<file path="config.mk">
export PLATFORM = sky130hd
export DESIGN_NAME = regfile_wb_arbiter
export DESIGN_NICKNAME = d
export VERILOG_FILES = /design/src/rtl/regfile_pkg.sv /design/src/rtl/wb_fifo.sv /design/src/rtl/regfile_wb_arbiter.sv
export SDC_FILE = /design/constraint.sdc
export NUM_CORES = 1
export LEC_CHECK = 0
export ABC_AREA = 1
export ABC_CLOCK_PERIOD_IN_PS = 3700
export BUFFER_PORTS_ARGS = -buffer_cell sky130_fd_sc_hd__buf_4
export CAP_MARGIN = 0
export CORE_MARGIN = 2
export CORE_UTILIZATION = 56
export CTS_CLUSTER_SIZE = 30
export DETAILED_ROUTE_END_ITERATION = 10
export HOLD_SLACK_MARGIN = 0.08
export PLACE_DENSITY = 0.81
export SLEW_MARGIN = 40
export SYNTH_ARGS = -nofsm -noshare
export SYNTH_HDL_FRONTEND = slang
export SYNTH_SLANG_ARGS = --single-unit
</file>
<file path="constraint.sdc">
create_clock -name clk -period 3.7 [get_ports clk]
set_input_delay 0.74 -clock clk [delete_from_list [all_inputs] [get_ports clk]]
set_output_delay 0.74 -clock clk [all_outputs]
set_load 0.05 [all_outputs]
</file>
<file path="src/rtl/regfile_pkg.sv">
// Shared types and constants for the register-file write-port arbiter.
package regfile_pkg;

  localparam int DATA_W   = 32;
  localparam int ADDR_W   = 5;
  localparam int NUM_REGS = 32;
  localparam logic [ADDR_W-1:0] ZERO_REG = '0;

  // One register-file write: destination plus data.
  typedef struct packed {
    logic [ADDR_W-1:0] addr;
    logic [DATA_W-1:0] data;
  } wb_req_t;

endpackage

</file>
<file path="src/rtl/wb_fifo.sv">
// Small ring-buffer FIFO holding long-latency results until the write port is free.
module wb_fifo
  import regfile_pkg::*;
#(
  parameter int Q_DEPTH = 2
) (
  input  logic                         clk,
  input  logic                         rst,
  input  logic                         push,
  input  wb_req_t                      push_data,
  input  logic                         pop,
  output logic                         full,
  output logic                         empty,
  output logic [$clog2(Q_DEPTH+1)-1:0] count,
  output wb_req_t                      head
);

  localparam int PTR_W = $clog2(Q_DEPTH);
  localparam int CNT_W = $clog2(Q_DEPTH + 1);

  logic [PTR_W-1:0] head_ptr;
  logic [PTR_W-1:0] tail_ptr;
  wb_req_t          mem [Q_DEPTH];
  logic             do_push;
  logic             do_pop;

  assign full    = (count == CNT_W'(Q_DEPTH));
  assign empty   = (count == '0);
  assign do_push = push && !full;
  assign do_pop  = pop && !empty;
  assign head    = mem[head_ptr];

  // Pointers and occupancy; pointers wrap naturally since the depth is a power of two.
  always_ff @(posedge clk or negedge rst) begin
    if (!rst) begin
      head_ptr <= '0;
      tail_ptr <= '0;
      count    <= '0;
    end else begin
      if (do_push) tail_ptr <= tail_ptr + PTR_W'(1);
      if (do_pop)  head_ptr <= head_ptr + PTR_W'(1);
      case ({do_push, do_pop})
        2'b10:   count <= count + CNT_W'(1);
        2'b01:   count <= count - CNT_W'(1);
        default: count <= count;
      endcase
    end
  end

  // Entry storage needs no reset; empty slots are never read out as valid.
  always_ff @(posedge clk) begin
    if (do_push) mem[tail_ptr] <= push_data;
  end

endmodule

</file>
<file path="src/rtl/regfile_wb_arbiter.sv">
// Arbitrates the register-file write port between the primary writeback path and
// the long-latency unit, and tracks outstanding long-latency destinations for hazards.
module regfile_wb_arbiter
  import regfile_pkg::*;
#(
  parameter int Q_DEPTH = 2
) (
  input  logic              clk,
  input  logic              rst,
  input  logic              pri_wr_en,
  input  logic [ADDR_W-1:0] pri_addr,
  input  logic [DATA_W-1:0] pri_data,
  input  logic              lu_valid,
  input  logic [ADDR_W-1:0] lu_addr,
  input  logic [DATA_W-1:0] lu_data,
  output logic              lu_ready,
  input  logic              issue_valid,
  input  logic [ADDR_W-1:0] issue_addr,
  input  logic [ADDR_W-1:0] chk_rs,
  input  logic [ADDR_W-1:0] chk_rt,
  input  logic [ADDR_W-1:0] chk_rd,
  input  logic              chk_rd_en,
  output logic              stall,
  output logic              rf_wr_en,
  output logic [ADDR_W-1:0] rf_addr,
  output logic [DATA_W-1:0] rf_din,
  output logic              busy,
  output logic              err
);

  localparam int CNT_W = $clog2(Q_DEPTH + 1);

  logic [NUM_REGS-1:0] pending;
  logic [NUM_REGS-1:0] pending_nxt;
  logic                err_q;
  logic                err_nxt;

  logic                fifo_full;
  logic                fifo_empty;
  logic [CNT_W-1:0]    fifo_count;
  wb_req_t             fifo_head;
  wb_req_t             lu_req;

  logic                lu_accept;
  logic                sel_pri;
  logic                sel_head;
  logic                sel_byp;
  logic                lu_retire;
  logic                fifo_push;
  logic [ADDR_W-1:0]   wr_addr;
  logic [DATA_W-1:0]   wr_data;

  assign lu_req    = '{addr: lu_addr, data: lu_data};
  assign lu_ready  = rst && !fifo_full;
  assign lu_accept = lu_valid && lu_ready;
  assign fifo_push = lu_accept && !sel_byp;

  wb_fifo #(.Q_DEPTH(Q_DEPTH)) u_fifo (
    .clk       (clk),
    .rst       (rst),
    .push      (fifo_push),
    .push_data (lu_req),
    .pop       (sel_head),
    .full      (fifo_full),
    .empty     (fifo_empty),
    .count     (fifo_count),
    .head      (fifo_head)
  );

  // Pick the write-port owner: primary first, then queued results, then zero-latency bypass.
  always_comb begin
    sel_pri  = pri_wr_en && (pri_addr != ZERO_REG);
    sel_head = !sel_pri && !fifo_empty;
    sel_byp  = !sel_pri && fifo_empty && lu_accept;
    wr_addr  = ZERO_REG;
    wr_data  = '0;
    if (sel_pri) begin
      wr_addr = pri_addr;
      wr_data = pri_data;
    end else if (sel_head) begin
      wr_addr = fifo_head.addr;
      wr_data = fifo_head.data;
    end else if (sel_byp) begin
      wr_addr = lu_addr;
      wr_data = lu_data;
    end
    lu_retire = (sel_head || sel_byp) && (wr_addr != ZERO_REG);
    rf_wr_en  = rst && (wr_addr != ZERO_REG);
    rf_addr   = rf_wr_en ? wr_addr : ZERO_REG;
    rf_din    = rf_wr_en ? wr_data : '0;
  end

  // Scoreboard update: retire clears, issue sets afterwards so a same-address issue wins.
  always_comb begin
    pending_nxt = pending;
    err_nxt     = err_q;
    if (lu_retire) begin
      if (!pending[wr_addr]) err_nxt = 1'b1;
      pending_nxt[wr_addr] = 1'b0;
    end
    if (issue_valid && (issue_addr != ZERO_REG)) pending_nxt[issue_addr] = 1'b1;
  end

  // Scoreboard and sticky error registers.
  always_ff @(posedge clk or negedge rst) begin
    if (!rst) begin
      pending <= '0;
      err_q   <= 1'b0;
    end else begin
      pending <= pending_nxt;
      err_q   <= err_nxt;
    end
  end

  // Hazard detection against registered pending bits only, so a retire never releases a stall early.
  always_comb begin
    stall = rst && (pending[chk_rs] || pending[chk_rt] ||
                    (chk_rd_en && pending[chk_rd]) ||
                    (issue_valid && pending[issue_addr]));
  end

  assign busy = rst && (!fifo_empty || (pending != '0));
  assign err  = err_q;

endmodule

</file>
# [After elaboration in Yosys (flattened, before gate mapping)]
# Memory sizes are Yosys's and may differ from the RTL's.
# Cells that the tools add are included.
[totals] regBits=37 mem_bits_rw=74 inputBits=100 out_inout_bits=42 mem_count=1
[op_classes] add_sub_neg=4 magnitude_cmp=7 eq_ne=3 muxes=27 n_bitwise=4 n_reduce_logical=34
[memory_table] memory="u_fifo.mem" words=2 width=37 rd=1 rd_ports_with_merged_regs=0 write_ports=1 line="wb_fifo.sv:23" source="wb_req_t mem [Q_DEPTH];"
[op_table] op="32-bit 2-to-1 mux" n=6
[op_table] op="32-bit bitwise AND" n=1
[op_table] op="32-bit NOT" n=1
[op_table] op="32-bit OR" n=1
[op_table] op="32-bit nonzero test" n=1
[op_table] op="5-bit by 6-bit < comparator with 1-bit output (second input constant)" n=5
[op_table] op="1-bit binary-select mux with 5-bit select" n=5
[op_table] op="5-bit 2-to-1 mux" n=4
[op_table] op="1-bit logical AND" n=18
[op_table] op="5-bit nonzero test" n=3
[op_table] op="1-bit demux with 5-bit select" n=2
[op_table] op="5-bit by 1-bit greater-or-equal comparator with 1-bit output (second input constant)" n=2
[op_table] op="1-bit 2-to-1 mux" n=9
[op_table] op="1-bit logical OR" n=5
[op_table] op="2-bit == test (second input constant)" n=2
[op_table] op="1-bit zero test" n=4
[op_table] op="2-bit case mux with 2 select lines" n=1
[op_table] op="1-bit adder (second input constant)" n=2
[op_table] op="2-bit by 1-bit adder with 2-bit output (second input constant)" n=1
[op_table] op="2-bit by 1-bit == test with 1-bit output (second input constant)" n=1
[op_table] op="2-bit zero test" n=1
[op_table] op="2-bit AND reduction" n=1
[op_table] op="2-bit nonzero test" n=1
[op_table] op="2-bit by 1-bit subtractor with 2-bit output (second input constant)" n=1
[op_table] op="1-bit NOT" n=1

# [Longest topological paths before layout]
[logic_depth] ltp_word=17 mapped_depth=16

# [Cells and area by module]
# From an unflattened synthesis, not the netlist that was laid out.
[hier_totals] hier_cells=916 hier_area_um2=6944.2
[by_module_without_submodules] mod="regfile_wb_arbiter" instances=1 cells_each=690 area_each_um2=4005.1 seq_area_each_um2=825.8
[by_module_without_submodules] mod="wb_fifo" instances=1 cells_each=226 area_each_um2=2939.1 seq_area_each_um2=2322.2

# [Least setup slack after synthesis]
# OpenSTA, ideal clock, no wires.
[synth_timing] path_type="input to output" start="input pri_addr[2]" end="output rf_din[0]" arrival_ns=2.790 required_time_ns=2.960 path_slack_ns=0.170 cell_stages=13 cell_sequence="nor2_1 nand3_1 nand2_4 inv_2 nor2_4 nand3_1 nand2_1 nor2_4 nand2_2 nor2_4 nor2_8 inv_4 a31oi_1"
[synth_via] elab_chain_len=11 elab_cells_between_ends=15 cone_classes="mux (7); reduce/logical (8)"
[synth_lines] item="start, declared" line="regfile_wb_arbiter.sv:11" source="input logic [ADDR_W-1:0] pri_addr,"
[synth_lines] item="5-bit nonzero test" line="regfile_wb_arbiter.sv:72" source="sel_pri = pri_wr_en && (pri_addr != ZERO_REG);"
[synth_lines] item="1-bit logical AND" line="regfile_wb_arbiter.sv:72"
[synth_lines] item="1-bit zero test" line="regfile_wb_arbiter.sv:73, regfile_wb_arbiter.sv:74"
[synth_lines] item="1-bit logical AND (2 in series)" line="regfile_wb_arbiter.sv:74" source="sel_byp = !sel_pri && fifo_empty && lu_accept;"
[synth_lines] item="5-bit 2-to-1 mux" line="regfile_wb_arbiter.sv:83" source="end else if (sel_byp) begin"
[synth_lines] item="5-bit 2-to-1 mux" line="regfile_wb_arbiter.sv:80" source="end else if (sel_head) begin"
[synth_lines] item="5-bit 2-to-1 mux *" line="regfile_wb_arbiter.sv:77" source="if (sel_pri) begin"
[synth_lines] item="5-bit nonzero test *" line="regfile_wb_arbiter.sv:88" source="rf_wr_en = rst && (wr_addr != ZERO_REG);"
[synth_lines] item="1-bit logical AND *" line="regfile_wb_arbiter.sv:88"
[synth_lines] item="named net rf_wr_en" line="regfile_wb_arbiter.sv:24" source="output logic rf_wr_en,"
[synth_lines] item="32-bit 2-to-1 mux *" line="regfile_wb_arbiter.sv:90" source="rf_din = rf_wr_en ? wr_data : '0;"
[synth_lines] item="end, declared" line="regfile_wb_arbiter.sv:26" source="output logic [DATA_W-1:0] rf_din,"
# The timed path passes the listed nets; every way through them passes the cells marked *.

# [Worst setup path in the final report]
[layout_timing] start="input pri_addr[0]" end="output rf_din[3]"
[layout_via] elab_chain_len=11 elab_cells_between_ends=15 cone_classes="mux (7); reduce/logical (8)"
[layout_lines] item="5-bit nonzero test" line="regfile_wb_arbiter.sv:72"
[layout_lines] item="1-bit logical AND" line="regfile_wb_arbiter.sv:72"
[layout_lines] item="1-bit zero test" line="regfile_wb_arbiter.sv:73, regfile_wb_arbiter.sv:74"
[layout_lines] item="1-bit logical AND (2 in series)" line="regfile_wb_arbiter.sv:74"
[layout_lines] item="5-bit 2-to-1 mux" line="regfile_wb_arbiter.sv:83"
[layout_lines] item="5-bit 2-to-1 mux" line="regfile_wb_arbiter.sv:80"
[layout_lines] item="5-bit 2-to-1 mux" line="regfile_wb_arbiter.sv:77"
[layout_lines] item="5-bit nonzero test" line="regfile_wb_arbiter.sv:88"
[layout_lines] item="1-bit logical AND" line="regfile_wb_arbiter.sv:88"
[layout_lines] item="32-bit 2-to-1 mux *" line="regfile_wb_arbiter.sv:90"
# Every way passes the cells marked *; elsewhere a longest branch is shown, timed or not.

==> metrics.md <==
| Metric | Value |
|---|---|
| CTS clock-pin slew for the worst setup and hold paths | `70 ps` |
| Reg2reg path depth | `11` |
| Clock Power Share | `18.5%` |
| Cell variety after synth | `37` |
| Max IR drop VDD | `0.000451 V` |
| Final Setup Violations | `0` |
| Number of cells on the critical path | `14` |
| Worst Skew | `6.03 ps` |
| Delay-heaviest family, CP | `simple AND/OR/NAND/NOR gates` |
| Most frequent cells in the layout | `160 x nand2_1, 159 x buf_4, 111 x o21ai_0` |
| Final Wtd Congestion | `0.998` |
| Worst EP arrival | `2690 ps` |
| Final period utilization | `92.7%` |
| Root Buffer Master | `clkbuf_16` |
| Capturing point of the worst reg2reg path | `pending[29]` |
| Multi-input logic area | `3340 um2` |
| Max clock buf depth | `2` |
| Routed WL | `21.4 mm` |
| Fin area | `8540 um2` |
| Setup TNS | `0 ps` |
| TritonCTS Buffers | `9` |
| Slew Limit Fails | `0` |
| Post-route ant nets | `0` |
| Slew margin rel. | `57.9%` |
| CP Capture Type | `output pin` |
| Synthesis-to-finish area growth | `22.2%` |
| Number of fill cells | `1020` |
| R2r setup slk | `1340 ps` |
| CP peak stage delay | `290 ps` |
| CP Cell Sequence | `buf_4, nor2_1, nand3_1, nand2_4, inv_2, nand2_1, nand3_2, nor2_2, nand2_2, nor2_4, nor2_8, inv_6, a31oi_1, buf_4` |
| Clock latency on the worst-skew pair | `360 ps` |
| Design internal power | `3.05 mW` |
| PD cells | `657 nW/um2` |
| Worst Tran Pin Value | `629 ps` |
| Vias/cell | `5.95` |
| Vias in the first global route | `6298` |
| Die height | `116 um` |
| Post-Syn Instances | `846` |
| Layout cells sized above 1 | `27.2%` |
| Synth warnings | `0` |
| Sink Count | `111` |
| Gr ovfl total | `0` |
| Max_cap viols | `0` |
| #FFs+latches synth | `111` |
| I/O pin cnt | `142` |
| CP max stage cell | `inv_6` |
| Final hold viol count | `0` |
| Largest net degree at the start of global routing | `39` |
| Net Count, Synth | `947` |
| DR DRC count | `0` |
| Initial antenna violation count | `0` |
| TritonCTS clock tree | `yes` |
| Avg Cell Area, Syn | `8.27 um2` |
| Period minus WS final | `3430 ps` |
| Post-DP HPWL | `15.5 mm` |
| IO Port Bufs | `141` |
| Ys flop type | `edfxtp_1` |
| Number of diodes | `0` |
| Initial cell density of the core | `57.7%` |
| Crit-path max FO | `35` |
| Combinational power share | `45.3%` |
| Nets | `1077` |
| Most common cell after layout, fill and taps aside | `nand2_1` |
| Std-Cell Rows | `40` |
| Static leakage | `3.47 nW` |
| DRT iter0 DRCs | `757` |
| Status | `completed` |
| GRT Util Overall | `32.8%` |
| Number of synthesized flops with an enable pin | `74` |
| Cell Area, Synth | `6990 um2` |
| CP required | `2960 ps` |
| # hold bufs at CTS | `0` |
| End point of the critical path | `rf_din[3]` |
| Max Fclk | `292 MHz` |
| Asr flop ratio synth | `33.3%` |
| Hold/Removal Path Class | `in -> async` |
| Total die area | `13400 um2` |
| Startpoint types | `input port` |
| Via count of the routed design | `6835` |
| Chip width | `116 um` |
| WL per Instance | `18.7 um` |
| RR Startpoint | `u_fifo.head_ptr` |
| Unrepaired setup endpoints after global routing | `false` |
| Dpl cell area | `8220 um2` |
| Most used cell, CP | `buf_4` |
| Share of power burned in registers | `36.2%` |
| Critical Path Start | `pri_addr[0]` |
| Sequential cell area | `3150 um2` |
| DR pass1 iterations | `6` |
| CP bufs+invs | `4` |
| H-tree depth | `3` |
| Switch Pwr | `2.56 mW` |
| Critical path class | `in -> out` |
| Sw Ratio | `45.6%` |
| Sequential share of the synthesized area | `45.0%` |
| Core Region | `12100 um2` |
| First-pass GRT wire length | `33.2 mm` |
-- power groups by stage --
stage / combinational (mW) / sequential [mW] / clock (mW)
4_1_cts: 2.52 / 2.00 / 1.05
2_1_floorplan: 1.79 / 1.84 / 0
5_1_grt: 2.77 / 2.04 / 1.09
6_report: 2.54 / 2.03 / 1.04
3_5_place_dp: 2.51 / 2.02 / 0
3_3_place_gp: 2.47 / 2.02 / 0
-- worst reg2reg max path: cells and delay by family (launching register included) --
family | cells | cell delay, ps
DFF | 1 | 380
buffers and inverters | 3 | 810
and+or+nand+nor | 6 | 780
AOI/OAI and AO/OA | 2 | 290
-- per-layer routing --
metal / GRT usage [%] / up-vias / routed length [um] / share of wire (%)
met5: 0 / - / 0 / 0
met3: 5.28 / 71 / 1570 / 7.3
met4: 16.1 / 0 / 898 / 4.2
met1: 42.6 / 3177 / 8610 / 40
li1: - / 3257 / - / -
met2: 53.8 / 330 / 10400 / 48
-- how the worst min path moves through the flow --
stage	start	end	slack, ps	depth (start not counted)
2_1_floorplan	rst	err	440	0
3_3_place_gp	err	err	450	2
6_report	rst	u_fifo.count[1]	490	2
3_5_place_dp	err	err	490	2
4_1_cts	rst	u_fifo.count[1]	500	2
5_1_grt	rst	u_fifo.tail_ptr	520	2
-- synth_stat cells (all sizes together), types with 2 or more instances --
cell	n	area, um2
a21oi	58	290
nand2	166	648
nor4	3	18.8
nand4	25	163
o21ai	139	696
o22ai	8	50.1
or2	32	200
buf	9	75.1
dfrtp	37	926
edfxtp	74	2220
nor2	30	171
inv	86	325
nand3b	3	22.5
nand3	62	330
xnor2	2	17.5
xor2	2	17.5
a31oi	32	369
o211ai	34	260
nor3	9	45.0
clkinv	2	7.51
clkbuf	31	116
-- sequential cells by signal (all words and copies together), names as in the netlist --
name / count
err: 1
pending: 32
u_fifo.count: 2
u_fifo.head_ptr: 1
u_fifo.mem: 74
u_fifo.tail_ptr: 1
-- area by class of cell --
type,count,area share (%)
multi-input cells,607,39.0
flip-flops and latches,111,36.8
repair buffers,159,14.0
inverters,88,3.92
clock buffers,9,2.64
well taps,168,2.46
clock inverters,7,1.13
-- kinds of logic after synthesis --
group                    Yosys count  synth area share (%)
adder cells (fa/ha/maj)            1                 0.179
flip-flops                       111                  45.0
AO/OA/AOI/OAI                    272                  23.9
AND/OR/NAND/NOR                  330                  22.9
buffers and inverters            128                  7.50
XOR/XNOR                           4                 0.501
-- stage by stage --
step	worst slack [ps]	instances	power [mW]	hold slack (ps)	utilization, %
finish	271	1149	5.61	492	70.5
CTS	174	1149	5.57	497	70.5
detailed placement	184	1133	4.53	490	67.9
global placement	295	1133	4.49	451	67.9
global route	54.9	1149	5.90	516	70.5
floorplan	170	846	3.63	444	-
-- what timing repair did --
action | 4_1_cts | 5_1_grt
buffers inserted | 0 | 0
resized for setup | 0 | 1
setup endpoints to repair | 0 | 4
Note: power is estimated with default switching activity, not from simulation.
